$ cat config.mk
export PLATFORM = sky130hd
export DESIGN_NAME = nibble_serial_adder
export DESIGN_NICKNAME = d
export VERILOG_FILES = /design/src/rtl/nibble_serial_adder_pkg.sv /design/src/rtl/nibble_serial_adder_cla.sv /design/src/rtl/nibble_serial_adder.sv
export SDC_FILE = /design/constraint.sdc
export NUM_CORES = 1
export LEC_CHECK = 0
export BUFFER_PORTS_ARGS = -buffer_cell sky130_fd_sc_hd__buf_2
export CORE_AREA = 2 2 104 106
export CTS_CLUSTER_DIAMETER = 150
export DETAILED_ROUTE_END_ITERATION = 8
export DIE_AREA = 0 0 106 108
export PLACE_DENSITY = 0.63
export RECOVER_POWER = 100
export SYNTH_ARGS = -nofsm -noshare
export SYNTH_HDL_FRONTEND = slang
export SYNTH_HIERARCHICAL = 1
export SYNTH_SLANG_ARGS = --single-unit
$ cat constraint.sdc
create_clock -name clk -period 3.66 [get_ports clk]
set_clock_uncertainty 0.15 [all_clocks]
set_input_delay 0.183 -clock clk [delete_from_list [all_inputs] [get_ports clk]]
set_output_delay 0.183 -clock clk [all_outputs]
set_load 0.01 [all_outputs]
$ cat src/rtl/nibble_serial_adder_pkg.sv
// Shared types and constants for the nibble-serial adder.
// Holds the FSM state enum, nibble width and counter-width helper.
package nibble_serial_adder_pkg;

  typedef enum logic [1:0] {
    IDLE = 2'd0,
    RUN  = 2'd1,
    DONE = 2'd2
  } state_e;

  localparam int NIB_W = 4;

  function automatic int cnt_width(input int width);
    return $clog2(width / NIB_W);
  endfunction

endpackage

$ cat src/rtl/nibble_serial_adder_cla.sv
// nibble_cla: combinational 4-bit carry-lookahead slice.
// c3_o is the carry into bit 3, used for signed overflow.
module nibble_cla (
  input  logic [3:0] a_i,
  input  logic [3:0] b_i,
  input  logic       c_i,
  output logic [3:0] s_o,
  output logic       c_o,
  output logic       c3_o
);

  logic [3:0] p;
  logic [3:0] g;
  logic [4:0] c;

  assign p = a_i ^ b_i;
  assign g = a_i & b_i;

  assign c[0] = c_i;
  assign c[1] = g[0] | (p[0] & c[0]);
  assign c[2] = g[1] | (p[1] & g[0])
              | (p[1] & p[0] & c[0]);
  assign c[3] = g[2] | (p[2] & g[1])
              | (p[2] & p[1] & g[0])
              | (p[2] & p[1] & p[0] & c[0]);
  assign c[4] = g[3] | (p[3] & g[2])
              | (p[3] & p[2] & g[1])
              | (p[3] & p[2] & p[1] & g[0])
              | (p[3] & p[2] & p[1] & p[0] & c[0]);

  assign s_o  = p ^ c[3:0];
  assign c_o  = c[4];
  assign c3_o = c[3];

endmodule

$ cat src/rtl/nibble_serial_adder.sv
// Nibble-serial add (and optional subtract) over WIDTH bits.
// Define SERIAL_ADD_SUB_EN to add the sub port and a-b support.
module nibble_serial_adder
  import nibble_serial_adder_pkg::*;
#(
  parameter int WIDTH = 32
) (
  input  logic             clk,
  input  logic             rst_n,
  input  logic             in_valid,
  output logic             in_ready,
  input  logic [WIDTH-1:0] a,
  input  logic [WIDTH-1:0] b,
`ifdef SERIAL_ADD_SUB_EN
  input  logic             sub,
`endif
  output logic             out_valid,
  input  logic             out_ready,
  output logic [WIDTH-1:0] sum,
  output logic             c_out,
  output logic             ovf
);

  localparam int NN = WIDTH / NIB_W;
  localparam int CW = cnt_width(WIDTH);

  state_e           state_q, state_d;
  logic [CW-1:0]    cnt_q, cnt_d;
  logic             carry_q, carry_d;
  logic [WIDTH-1:0] a_q, a_d;
  logic [WIDTH-1:0] b_q, b_d;
  logic [WIDTH-1:0] sum_q, sum_d;
  logic             cout_q, cout_d;
  logic             ovf_q, ovf_d;

  logic [CW+1:0]    base;
  logic [3:0]       a_nib, b_nib, s_nib;
  logic             c_nib, c3_nib, last;
  logic             init_c;

  assign base  = {cnt_q, 2'b00};
  assign a_nib = a_q[base +: NIB_W];
  assign last  = (cnt_q == CW'(NN - 1));

`ifdef SERIAL_ADD_SUB_EN
  logic sub_q, sub_d;
  assign b_nib  = b_q[base +: NIB_W] ^ {NIB_W{sub_q}};
  assign init_c = sub;
`else
  assign b_nib  = b_q[base +: NIB_W];
  assign init_c = 1'b0;
`endif

  nibble_cla u_cla (
    .a_i  (a_nib),
    .b_i  (b_nib),
    .c_i  (carry_q),
    .s_o  (s_nib),
    .c_o  (c_nib),
    .c3_o (c3_nib)
  );

  always_ff @(posedge clk) begin
    if (!rst_n) state_q <= IDLE;
    else        state_q <= state_d;
  end

  always_comb begin
    state_d = state_q;
    unique case (state_q)
      IDLE:    if (in_valid)  state_d = RUN;
      RUN:     if (last)      state_d = DONE;
      DONE:    if (out_ready) state_d = IDLE;
      default:                state_d = IDLE;
    endcase
  end

  always_comb begin
    in_ready  = (state_q == IDLE);
    out_valid = (state_q == DONE);
  end

  always_comb begin
    cnt_d   = cnt_q;
    carry_d = carry_q;
    a_d     = a_q;
    b_d     = b_q;
    sum_d   = sum_q;
    cout_d  = cout_q;
    ovf_d   = ovf_q;
`ifdef SERIAL_ADD_SUB_EN
    sub_d   = sub_q;
`endif
    if (state_q == IDLE && in_valid) begin
      a_d     = a;
      b_d     = b;
      cnt_d   = '0;
      carry_d = init_c;
`ifdef SERIAL_ADD_SUB_EN
      sub_d   = sub;
`endif
    end else if (state_q == RUN) begin
      sum_d[base +: NIB_W] = s_nib;
      carry_d = c_nib;
      cnt_d   = last ? '0 : cnt_q + CW'(1);
      if (last) begin
        cout_d = c_nib;
        ovf_d  = c3_nib ^ c_nib;
      end
    end
  end

  always_ff @(posedge clk) begin
    if (!rst_n) begin
      cnt_q   <= '0;
      carry_q <= 1'b0;
      a_q     <= '0;
      b_q     <= '0;
      sum_q   <= '0;
      cout_q  <= 1'b0;
      ovf_q   <= 1'b0;
`ifdef SERIAL_ADD_SUB_EN
      sub_q   <= 1'b0;
`endif
    end else begin
      cnt_q   <= cnt_d;
      carry_q <= carry_d;
      a_q     <= a_d;
      b_q     <= b_d;
      sum_q   <= sum_d;
      cout_q  <= cout_d;
      ovf_q   <= ovf_d;
`ifdef SERIAL_ADD_SUB_EN
      sub_q   <= sub_d;
`endif
    end
  end

  assign sum   = sum_q;
  assign c_out = cout_q;
  assign ovf   = ovf_q;

endmodule
# Yosys cells after proc, flatten, opt, wreduce, memory -nomap -nowiden
# Index checks and enable logic that the tools add are counted.
# totals
in_bits,68
output_inout_bits,36
wordCells,64
regBits,104
# classes
eq_ne,6
shifts,4
addsub,2
n_bitwise,32
reduce_logical,6
mux,6
# op_table
operator,count
variable part select 32 x 6 -> 4 bit,2
bitwise mux 32 bit,1
"variable shift 4 x 7 -> 32 bit, first input constant",1
variable part select 4 x 7 -> 32 bit,1
bitwise AND 1 bit,16
bitwise OR 1 bit,10
bitwise XOR 4 bit,2
negator 5 -> 7 bit,1
two-way mux 2 bit,3
one-hot mux 2 bit (3 select lines),1
AND reduction 3 bit,2
bitwise AND 4 bit,1
"!= test 2 bit, second input constant",2
"adder 3 x 1 -> 3 bit, second input constant",1
"equality test 3 bit, second input constant",1
two-way mux 3 bit,1
"equality test 2 x 1 -> 1 bit, second input constant",1
"equality test 2 bit, second input constant",1
logical NOT 2 bit,1
"!= test 2 x 1 -> 1 bit, second input constant",1
NOT 1 bit,2
AND reduction 2 bit,1
OR reduction 2 bit,1
logical AND 1 bit,1
bitwise XOR 1 bit,1

# Logic depth before layout (Yosys ltp)
# logic_depth
depth_word,9
depth_mapped,11
depth_no_buf,9

# Hierarchy
# The synthesis kept the hierarchy.
# by_module_without_submodules
module,area_each_um2,instances,seq_area_each_um2,cells_per_inst
nibble_serial_adder,4390.5,1,2082.0,513
nibble_cla,155.1,1,0.0,18

# Least setup slack after synthesis
# OpenSTA, ideal clock, no wires.
# synth_path
kind,reg2reg
from,reg cnt_q[1]
to,reg sum_q[0] (netlist: sum[0])
path_slack_ns,0.636
setup_ns,0.119
t_arrival_ns,2.755
synth_period_minus_slack_ns,3.024
path_buffers,3
path_stages_with_launch,9
t_required_ns,3.391
path_cell_list,dfxtp_1 clkbuf_1 clkbuf_1 inv_1 ha_1 or4b_4 or4b_1 buf_2 mux2i_1
# synth_via
elab_chain_len,9
elab_cells_between_ends,24
classes_between,add/sub (1); shift (4); mux (1); bitwise (18)
# synth_lines
element,line,rtl
start: declaration,nibble_serial_adder.sv:28,"logic [CW-1:0] cnt_q, cnt_d;"
start signal: assignment,nibble_serial_adder.sv:126,cnt_q <= cnt_d;
variable part select 32 x 6 -> 4 bit (on tied branches),"nibble_serial_adder.sv:42, nibble_serial_adder.sv:50",
bitwise XOR 4 bit / bitwise AND 4 bit (equally long branches),"nibble_serial_adder_cla.sv:16, nibble_serial_adder_cla.sv:17",
bitwise AND 1 bit (on tied branches),"nibble_serial_adder_cla.sv:23, nibble_serial_adder_cla.sv:24, nibble_serial_adder_cla.sv:25",
"bitwise OR 1 bit, or another cell as far along",nibble_serial_adder_cla.sv:23,assign c[3] = g[2] | (p[2] & g[1])
bitwise OR 1 bit / bitwise AND 1 bit (equally long branches),"nibble_serial_adder_cla.sv:24, nibble_serial_adder_cla.sv:25",
bitwise OR 1 bit,nibble_serial_adder_cla.sv:25,| (p[2] & p[1] & p[0] & c[0]);
bitwise XOR 4 bit,nibble_serial_adder_cla.sv:31,assign s_o = p ^ c[3:0];
variable part select 4 x 7 -> 32 bit,nibble_serial_adder.sv:103,sum_d[base +: NIB_W] = s_nib;
bitwise mux 32 bit (*),nibble_serial_adder.sv:103,
end signal: assignment,nibble_serial_adder.sv:130,sum_q <= sum_d;
end: declaration,nibble_serial_adder.sv:32,"logic [WIDTH-1:0] sum_q, sum_d;"
# Mark *: on every way between the ends. The rest lies on a longest branch, timed or not.
# A chain may end at the register's enable or synchronous reset.

# Final worst setup path
# layout_path
from,reg cnt_q[0]
to,reg sum_q[16] (netlist: sum[16])
# The elaborated chain is that of the path after synthesis.

==> summary.md <==
| Metric | Value |
|---|---|
| Starting DRT DRC Count | 163 |
| Die Y | 108 um |
| Worst setup EP type | flip-flop |
| Port Buffers | 103 |
| Most common cell after layout, fill and taps aside | nand2_1 |
| Final ANT Viol Nets | 0 |
| CTS clk-pin slew, worst paths | 0.09 ns |
| Cts repair resizes | 0 |
| Final Util | 57.7% |
| Avg Cell Area, Syn | 8.56 um2 |
| Buf/Inv on CP | 2 |
| Most frequent cells in the layout | nand2_1 (198), dfxtp_1 (104), a21oi_1 (71) |
| Hold Violations, Final | 0 |
| Worst hold path type | in2reg |
| # H-tree levels | 3 |
| Max Cap Violations | 0 |
| Final TNS setup | 0 ns |
| Via Count | 4073 |
| Sequential element share of the synthesized area | 45.8% |
| Pwr Density | 368 nW/um2 |
| Logic pwr share | 14.7% |
| Final-report setup violation count | 0 |
| Register bit count reported by yosys | 104 |
| Slew @ Worst Pin | 1.45 ns |
| Internal | 1.60 mW |
| CTS buffer count | 9 |
| Yosys top cell by area | dfxtp_1 |
| Worst Reg-to-Reg Cells | 6 |
| Clk_lat worst skew | 0.36 ns |
| DRC | 0 |
| Netlist cell types | 35 |
| Share of layout cells above drive strength 1 | 15.5% |
| Psw | 0.573 mW |
| Fin. max-slew vios | 0 |
| Gr ovfl total | 0 |
| Global-route usage over all layers | 20.9% |
| Reg-to-Reg Start | cnt_q[0] |
| Synth top area share | 45.8% |
| Root Buffer | clkbuf_8 |
| Synthesized instance count | 531 |
| Core area | 10200 um2 |
| R2r setup slk | 0.42 ns |
| CP Cell Sequence | buf_4 -> inv_1 -> ha_1 -> or4b_1 -> nor4b_1 -> mux2i_1 |
| IO Count | 104 |
| Die ar. | 11400 um2 |
| Area contributors post-synth | dfxtp_1 (46%), nand2_1 (16%), mux4_2 (7.9%) |
| Hpwl dp | 7430 um |
| Clk pwr share | 30.0% |
| CTS Buffer Depth | 2 |
| Worst hold path depth | 4 |
| # nets final | 761 |
| Max Fclk | 0.309 GHz |
| Outcome | completed |
| Row cnt | 37 |
| Vias in the first global route | 4090 |
| Switching share of power | 26.4% |
| Fin area | 5900 um2 |
| CTS tree | built |
| Drt via density | 4.95 |
| Routed wire per std cell | 14.1 um |
| Slowest cell on crit path | nor4b_1 |
| Critical Path Source Type | flip-flop |
| Gpl congestion | 0.826 |
| Initial antenna violation count | 0 |
| Clock sink count | 104 |
| Hold wc startpoint | out_ready |
| Die Wd | 106 um |
| Post-Route WL | 11600 um |
| Global-route wire length before repair | 19300 um |
| Hold endpoint | state_q[1] |
| Crit path time final | 3.24 ns |
| Synth Cell Area | 4550 um2 |
| RSZ-0062 raised after global routing | false |
| Crit Path Class | reg2reg |
| Area post-placement | 5150 um2 |
| Hold Buf Count CTS | 64 |
| Synth warn | 6 |
| Post-CTS Setup Bufs | 0 |
| Critical path required time | 3.79 ns |
| First-pass iteration count of the detailed router | 7 |
| Critical path's top delay family | simple AND/OR/NAND/NOR gates |
| Syn_nets | 611 |
| Leak pwr | 2.39 nW |
| Initial Utilization | 44.4% |
| Critical Path AT | 3.37 ns |
| Number of diodes | 0 |
| Crit-path max FO | 21 |
| VDD IR max | 0.175 mV |
| Flop pwr share | 55.3% |
| Crit share post-route | 88.4% |
| Area Growth Syn to Fin | 29.8% |
| Maximum number of pins on one net before global-route repair | 69 |
| Crit-path max cell delay | 1.00 ns |
| Normalized max-slew margin | 3.13% |
| Reg-to-reg endpoint | sum[16] |
tightest hold or removal path: stages:
cell	delay (ns)
buf_2	0.09
inv_1	0.06
a22oi_1	0.07
nor2_1	0.07
how the worst max path moves through the flow:
| stage | endpoint | slack [ns] | start | cells after the start |
|---|---|---|---|---|
| 2_1_floorplan | sum[0] | 0.64 | cnt_q[1] | 8 |
| 3_3_place_gp | sum[7] | 0.64 | cnt_q[2] | 9 |
| 3_5_place_dp | sum[7] | 0.63 | cnt_q[2] | 9 |
| 4_1_cts | sum[23] | 0.63 | cnt_q[2] | 9 |
| 5_1_grt | sum[23] | 0.27 | cnt_q[2] | 9 |
| 6_report | sum[16] | 0.42 | cnt_q[0] | 6 |
state kept, by name (all words and copies together) (netlist names):
signal	count
a_q	32
sum	32
carry_q	1
state_q	2
ovf	1
cnt_q	3
b_q	32
c_out	1
power groups by stage:
stage               Sequential [mW]  Combinational, mW  Clock (mW)
floorplan                      1.22              0.184           0
global placement               1.23              0.262           0
detailed placement             1.23              0.267           0
CTS                            1.20              0.319       0.666
global route                   1.21              0.353       0.715
finish                         1.20              0.319       0.651
area by class of cell:
type | instances | area (um2)
sequential | 104 | 2080
tap | 136 | 170
multi-input combinational | 380 | 2260
timing repair buffer | 175 | 1170
clock inverter | 4 | 30.0
fill | 958 | 4330
inverter | 11 | 41.3
clock buffer | 12 | 145
metal layers:
layer	wire length, um	part of all wire, %	global-route usage (%)
met5	0	0	0
met4	148	1.3	6.48
met3	556	4.8	3.44
met2	5340	46	34.8
met1	5550	48	28.1
logic make-up after synthesis:
kind of cell    after synthesis  share of synthesized area (%)
buf+inv                      47                           4.10
flops                       104                           45.8
mux                          48                           15.0
simple gates                238                           21.8
fa+ha+maj                    12                           3.47
xor+xnor                      4                          0.771
compound gates               78                           9.08
cells in the mapped netlist:
cell type    n
nand4b_1     3
clkbuf_1    25
xnor2_1      2
nor4b_2      1
nand2_1    198
buf_2        2
a21o_1       1
ha_1        11
nand3_1     11
o21ai_0      2
nor2b_1      5
a311oi_1     1
buf_6        1
clkinv_1     1
or3b_2       1
o21bai_2     1
fa_1         1
dfxtp_1    104
nor3_1       4
nand2b_1     1
a22oi_1      1
xor2_1       2
a211oi_2     1
or4b_1       1
nand4_1      4
nor3b_1      1
a21oi_1     71
buf_1        8
inv_1        9
nor2_1       6
mux4_2      16
mux2i_1     32
inv_2        1
or3_1        1
or4b_4       1
per-stage QoR:
| step | worst slack [ns] | total power [mW] | std cells | hold slack (ns) |
|---|---|---|---|---|
| after floorplan | 0.636 | 1.41 | 531 | 0.169 |
| after global placement | 0.642 | 1.49 | 742 | 0.275 |
| after detailed placement | 0.631 | 1.50 | 742 | 0.280 |
| after CTS | 0.630 | 2.19 | 822 | 0.0218 |
| after global routing | 0.274 | 2.28 | 822 | 0.0642 |
| final | 0.423 | 2.17 | 822 | 0.0178 |
No activity file was read; power rests on OpenSTA's default activity.
